==> config.mk <==
export PLATFORM = sky130hd
export DESIGN_NAME = des_final_perm_flat
export DESIGN_NICKNAME = d
export VERILOG_FILES = /design/src/rtl/des_pkg.sv /design/src/rtl/des_final_perm_if.sv /design/src/rtl/des_fp_net.sv /design/src/rtl/des_final_perm.sv /design/src/flat_wrapper.sv
export SDC_FILE = /design/constraint.sdc
export NUM_CORES = 1
export LEC_CHECK = 0
export BUFFER_PORTS_ARGS = -buffer_cell sky130_fd_sc_hd__buf_2
export CAP_MARGIN = 20
export CELL_PAD_IN_SITES_DETAIL_PLACEMENT = 1
export CELL_PAD_IN_SITES_GLOBAL_PLACEMENT = 1
export CORE_ASPECT_RATIO = 0.9
export CORE_MARGIN = 3
export CORE_UTILIZATION = 43
export DETAILED_ROUTE_END_ITERATION = 12
export PLACE_DENSITY_LB_ADDON = 0.1
export SETUP_SLACK_MARGIN = 0.02
export SLEW_MARGIN = 5
export SYNTH_ARGS = -nofsm -noshare
export SYNTH_HDL_FRONTEND = slang
export SYNTH_SLANG_ARGS = --single-unit
export TNS_END_PERCENT = 50
==> constraint.sdc <==
create_clock -name clk -period 3.2 [get_ports clk]
set_clock_uncertainty 0.15 [all_clocks]
set_input_delay 0.64 -clock clk [delete_from_list [all_inputs] [get_ports clk]]
set_output_delay 0.64 -clock clk [all_outputs]
set_load 0.01 [all_outputs]
==> src/rtl/des_pkg.sv <==
// des_pkg: DES block geometry, IP/FP tables and output-buffer states shared by the DES stages.
package des_pkg;
  localparam int BLOCK_W = 64;
  localparam int HALF_W = 32;
  typedef enum logic [1:0] {EMPTY, ONE, TWO} state_t;
  localparam int FP_TAB [BLOCK_W] = '{
    40, 8, 48, 16, 56, 24, 64, 32,
    39, 7, 47, 15, 55, 23, 63, 31,
    38, 6, 46, 14, 54, 22, 62, 30,
    37, 5, 45, 13, 53, 21, 61, 29,
    36, 4, 44, 12, 52, 20, 60, 28,
    35, 3, 43, 11, 51, 19, 59, 27,
    34, 2, 42, 10, 50, 18, 58, 26,
    33, 1, 41, 9, 49, 17, 57, 25
  };
  localparam int IP_TAB [BLOCK_W] = '{
    58, 50, 42, 34, 26, 18, 10, 2,
    60, 52, 44, 36, 28, 20, 12, 4,
    62, 54, 46, 38, 30, 22, 14, 6,
    64, 56, 48, 40, 32, 24, 16, 8,
    57, 49, 41, 33, 25, 17, 9, 1,
    59, 51, 43, 35, 27, 19, 11, 3,
    61, 53, 45, 37, 29, 21, 13, 5,
    63, 55, 47, 39, 31, 23, 15, 7
  };
  // DES bit n lives at vector index BLOCK_W-n
  function automatic logic [BLOCK_W-1:0] ip_perm(input logic [BLOCK_W-1:0] x);
    logic [BLOCK_W-1:0] y;
    for (int i = 0; i < BLOCK_W; i++) y[BLOCK_W-1-i] = x[BLOCK_W-IP_TAB[i]];
    return y;
  endfunction
endpackage

==> src/rtl/des_final_perm_if.sv <==
// des_final_perm_if: L16/R16 input handshake and ciphertext output handshake with completion status.
interface des_final_perm_if #(parameter int CNT_W = 16);
  logic in_valid;
  logic in_ready;
  logic [des_pkg::HALF_W-1:0] round_left;
  logic [des_pkg::HALF_W-1:0] round_right;
  logic out_valid;
  logic out_ready;
  logic [des_pkg::BLOCK_W-1:0] ciphertext;
  logic fFp;
  logic [CNT_W-1:0] block_count;
  modport master (
    output in_valid, round_left, round_right, out_ready,
    input in_ready, out_valid, ciphertext, fFp, block_count
  );
  modport slave (
    input in_valid, round_left, round_right, out_ready,
    output in_ready, out_valid, ciphertext, fFp, block_count
  );
endinterface

==> src/rtl/des_fp_net.sv <==
// des_fp_net: combinational DES inverse initial permutation wiring.
module des_fp_net
  import des_pkg::*;
(
  input  logic [BLOCK_W-1:0] data,
  output logic [BLOCK_W-1:0] result
);
  for (genvar i = 0; i < BLOCK_W; i++) begin : g_bit
    assign result[BLOCK_W-1-i] = data[BLOCK_W-FP_TAB[i]];
  end
endmodule

==> src/rtl/des_final_perm.sv <==
// des_final_perm: DES final swap + FP with a 2-entry output buffer, completion pulse and block counter.
module des_final_perm
  import des_pkg::*;
#(
  parameter int DEPTH = 2,
  parameter int CNT_W = 16
) (
  input logic clk,
  input logic reset,
  des_final_perm_if.slave bus
);
  state_t state, state_nxt;
  logic [BLOCK_W-1:0] entry [DEPTH];
  logic [BLOCK_W-1:0] perm;
  logic [BLOCK_W-1:0] head_d;
  logic [CNT_W-1:0] count;
  logic done;
  logic acc, pop, head_we, tail_we;
  des_fp_net u_fp (
    .data({bus.round_right, bus.round_left}),
    .result(perm)
  );
  assign bus.in_ready = state != TWO;
  assign bus.out_valid = state != EMPTY;
  assign bus.ciphertext = entry[0];
  assign bus.fFp = done;
  assign bus.block_count = count;
  assign acc = bus.in_valid && bus.in_ready;
  assign pop = bus.out_valid && bus.out_ready;
  always_ff @(posedge clk or negedge reset) begin
    if (!reset) state <= EMPTY;
    else state <= state_nxt;
  end
  // accept+pop in ONE overwrites the head; pop in TWO promotes the tail
  always_comb begin
    state_nxt = acc && !pop ? (state == EMPTY ? ONE : TWO)
              : pop && !acc ? (state == TWO ? ONE : EMPTY) : state;
    head_we = (acc && (state == EMPTY || pop)) || (state == TWO && pop);
    tail_we = acc && !pop && state == ONE;
    head_d = state == TWO ? entry[1] : perm;
  end
  always_ff @(posedge clk or negedge reset) begin
    if (!reset) begin
      entry <= '{default: '0};
      count <= '0;
      done <= 1'b0;
    end else begin
      if (head_we) entry[0] <= head_d;
      if (tail_we) entry[1] <= perm;
      if (pop) count <= count + CNT_W'(1);
      done <= pop;
    end
  end
endmodule

==> src/flat_wrapper.sv <==
// flat-port wrapper written by rule: the top's interface ports become plain ports
module des_final_perm_flat import des_pkg::*;
#(
  parameter int DEPTH = 2,
  parameter int CNT_W = 16
)
  (clk, reset, bus_in_valid, bus_round_left, bus_round_right, bus_out_ready, bus_in_ready, bus_out_valid, bus_ciphertext, bus_fFp, bus_block_count);
  des_final_perm_if #(.CNT_W(CNT_W)) bus_i ();
  input logic clk;
  input logic reset;
  input wire logic [$bits(bus_i.in_valid)-1:0] bus_in_valid;
  input wire logic [$bits(bus_i.round_left)-1:0] bus_round_left;
  input wire logic [$bits(bus_i.round_right)-1:0] bus_round_right;
  input wire logic [$bits(bus_i.out_ready)-1:0] bus_out_ready;
  output wire logic [$bits(bus_i.in_ready)-1:0] bus_in_ready;
  output wire logic [$bits(bus_i.out_valid)-1:0] bus_out_valid;
  output wire logic [$bits(bus_i.ciphertext)-1:0] bus_ciphertext;
  output wire logic [$bits(bus_i.fFp)-1:0] bus_fFp;
  output wire logic [$bits(bus_i.block_count)-1:0] bus_block_count;
  assign bus_i.in_valid = bus_in_valid;
  assign bus_i.round_left = bus_round_left;
  assign bus_i.round_right = bus_round_right;
  assign bus_i.out_ready = bus_out_ready;
  assign bus_in_ready = bus_i.in_ready;
  assign bus_out_valid = bus_i.out_valid;
  assign bus_ciphertext = bus_i.ciphertext;
  assign bus_fFp = bus_i.fFp;
  assign bus_block_count = bus_i.block_count;
  des_final_perm #(.DEPTH(DEPTH), .CNT_W(CNT_W)) u_core (.clk(clk), .reset(reset), .bus(bus_i));
endmodule
==> out/qor.csv <==
metric;value;unit
largest net degree at the start of global routing;75;
final wirelength;14.4;mm
# fillers;1679;
Storage cell area;0.00368;mm²
Detailed Route Iter0 Violations;207;
Overflow after GRT;0;
hold buffer count at CTS;0;
Residual DRC;0;
setup slack, reg-to-reg;0.65;ns
Setup crit end kind;register;
initial antenna violation count;1;
worst-path cell chain;nor2b_4 > buf_4 > buf_4 > mux2i_1 > a21oi_1;
most frequent cells in the layout;buf_2, dfrtp_1, nor2_1;
routability cong.;0.739;
LEAKAGE;0.00356;µW
Worst path depth;5;
fraction of layout cells with a size suffix above 1;39.4;%
Cells after Synth;558;
first-pass GRT wire length;24.4;mm
max-slew violations;0;
Detail Route Antenna Nets;0;
Worst setup endpoint;u_core.bus.ciphertext[6];
CP max-delay cell;buf_4;
multi-input logic area;0.00235;mm²
Die X;139;µm
Skew-Pair Late Insertion Delay;0.41;ns
cell mode on critical path;buf_4;
final critical-path setup slack;0.646;ns
Die Y;126;µm
Post-Syn Nets;628;
worst-margin pin slew;0.742;ns
CP max stage delay;0.65;ns
DR vias/cell;5.00;
CTS Buffer Depth;2;
Critical R2R Capture;u_core.bus.ciphertext[6];
maxcap violations;0;
Antenna diodes;0;
Post-DP HPWL;9.59;mm
dpl ws;0.637;ns
cell area power density;1010;mW/mm²
via count;4279;
RSZ-0062 raised after global routing;false;
CP startpoint;u_core.state[1];
WP data required;3.30;ns
Post CTS Setup Buffer Count;0;
CP bufs+invs;2;
endpoints failing setup;0;
first-pass iteration count of the detailed router;4;
I/O Buffers;150;
H-Tree Depth;4;
Distinct cells, synth;31;
area delta synth->final;14.2;%
Starting Density;44.0;%
CTS tree;done;
vias in the first global route;4708;
Worst Reg2Reg Path Length in Cells;5;
critical path type;register to register;
most common cell after layout, fill and taps aside;buf_2;
CP Launch Type;register;
final design utilization;50.3;%
Core Rows;43;
Final Cycle Share;79.8;%
maximum vdd drop;0.435;mV
core region area;0.0155;mm²
crit path time final;2.55;ns
Wirelength per Cell;16.9;µm
clock slew at reported path FFs;0.06;ns
worst min path class;primary input to async pin;
Worst EP arrival;2.65;ns
CP Max Fanout;37;
Cell Area, Synth;0.00682;mm²
# resized after CTS;0;
Worst path top cell family by delay;buffers and inverters;
Synth Register Bits;147;
post-synthesis sequential area ratio;53.9;%
aggregate global-route resource usage;17.4;%
nets@finish;711;
outcome;complete, no violations;
fmax;392;MHz
hold slack;0.0245;ns
yosys warns;0;
Hold Fails Final Rpt;0;
clk sink count;147;
die area;0.0174;mm²
Sum Neg Setup Slack;0;ns
cts bufs inserted;17;
IO Pins;151;
Crit Reg-Reg Startpoint;u_core.state[1];
clk root buf;clkbuf_16;
Mapped Avg Cell Area;12.2;µm²
relative slew slack;50.5;%
[flip-flops by register name (all words and copies together) (netlist names)]
name                    flops
u_core.bus.ciphertext      64
u_core.bus.fFp              1
u_core.bus.block_count     16
u_core.state                2
u_core.entry               64
[through the flow]
step	instances	power [µW]	instance area, µm²
after global routing	856	8450	7790
final	856	7900	7790
after floorplan	558	5490	6820
after CTS	856	8030	7790
after detailed placement	824	5730	7120
after global placement	824	5590	7120
[synthesized netlist by cell type]
library cell,instances,area (µm²)
buf_8,1,15.0
nor4_4,1,21.3
a21oi_1,64,320
o22a_1,1,8.76
buf_2,5,25.0
and3_1,2,12.5
buf_4,75,563
nor2b_4,1,13.8
dfrtp_1,147,3680
xor2_1,3,26.3
mux2i_1,65,651
or2_2,1,6.26
ha_1,2,25.0
buf_6,8,90.1
nor3_2,1,10.0
nor2b_1,1,6.26
nor2_1,68,255
a21o_1,1,7.51
nand2_1,9,33.8
o21ai_4,1,16.3
inv_1,3,11.3
o21ai_1,1,5.00
mux2_2,64,721
nand3b_1,1,7.51
xnor2_1,13,114
buf_12,5,100
nand3_1,7,35.0
nand4_1,3,18.8
or2_4,1,8.76
and2_1,1,6.26
nor3_1,2,10.0
[per-layer routing]
| layer | vias up | share of wire, % | track usage, % |
|---|---|---|---|
| met1 | 2150 | 45 | 22.5 |
| met5 | - | 0.048 | 0 |
| met3 | 17 | 4.5 | 4.28 |
| met2 | 97 | 50 | 29.1 |
| li1 | 2013 | - | - |
| met4 | 2 | 1.3 | 5.35 |
[worst reg2reg max path, stage by stage (launching register included)]
cell and delay (ns):
dfrtp_1 0.50, nor2b_4 0.21, buf_4 0.45, buf_4 0.66
mux2i_1 0.33, a21oi_1 0.10
[where the power goes]
part / switching (µW) / total [µW] / internal, µW
Sequential: 512 / 3240 / 2720
Clock: 739 / 2240 / 1500
Combinational: 1240 / 2420 / 1180
[cell type report]
class                   instances  area share, %
flip-flops and latches        147           47.2
inverters                       3          0.145
well taps                     202           3.24
clock inverters                10           2.60
clock buffers                  22           5.96
repair buffers                158           10.6
multi-input cells             314           30.2
[how the worst min path moves through the flow]
stage                                      end  slack (ns)
detailed placement  u_core.bus.block_count[15]        0.34
floorplan            u_core.bus.block_count[0]        0.19
finish               u_core.bus.ciphertext[39]        0.02
CTS                  u_core.bus.ciphertext[39]        0.05
global placement    u_core.bus.block_count[12]        0.32
global route         u_core.bus.ciphertext[39]        0.06
[kinds of logic (layout without fill, tap and decap cells)]
logic type	count (synthesis)	count (layout)	synth area share [%]
multiplexers	129	129	20.1
AND/OR/NAND/NOR	99	99	6.53
AO/OA/AOI/OAI	68	68	5.24
XOR/XNOR	16	16	2.05
adder cells (fa/ha/maj)	2	2	0.367
buffers and inverters	97	193	11.8
flip-flops	147	147	53.9
No activity file was read; power rests on OpenSTA's default activity.
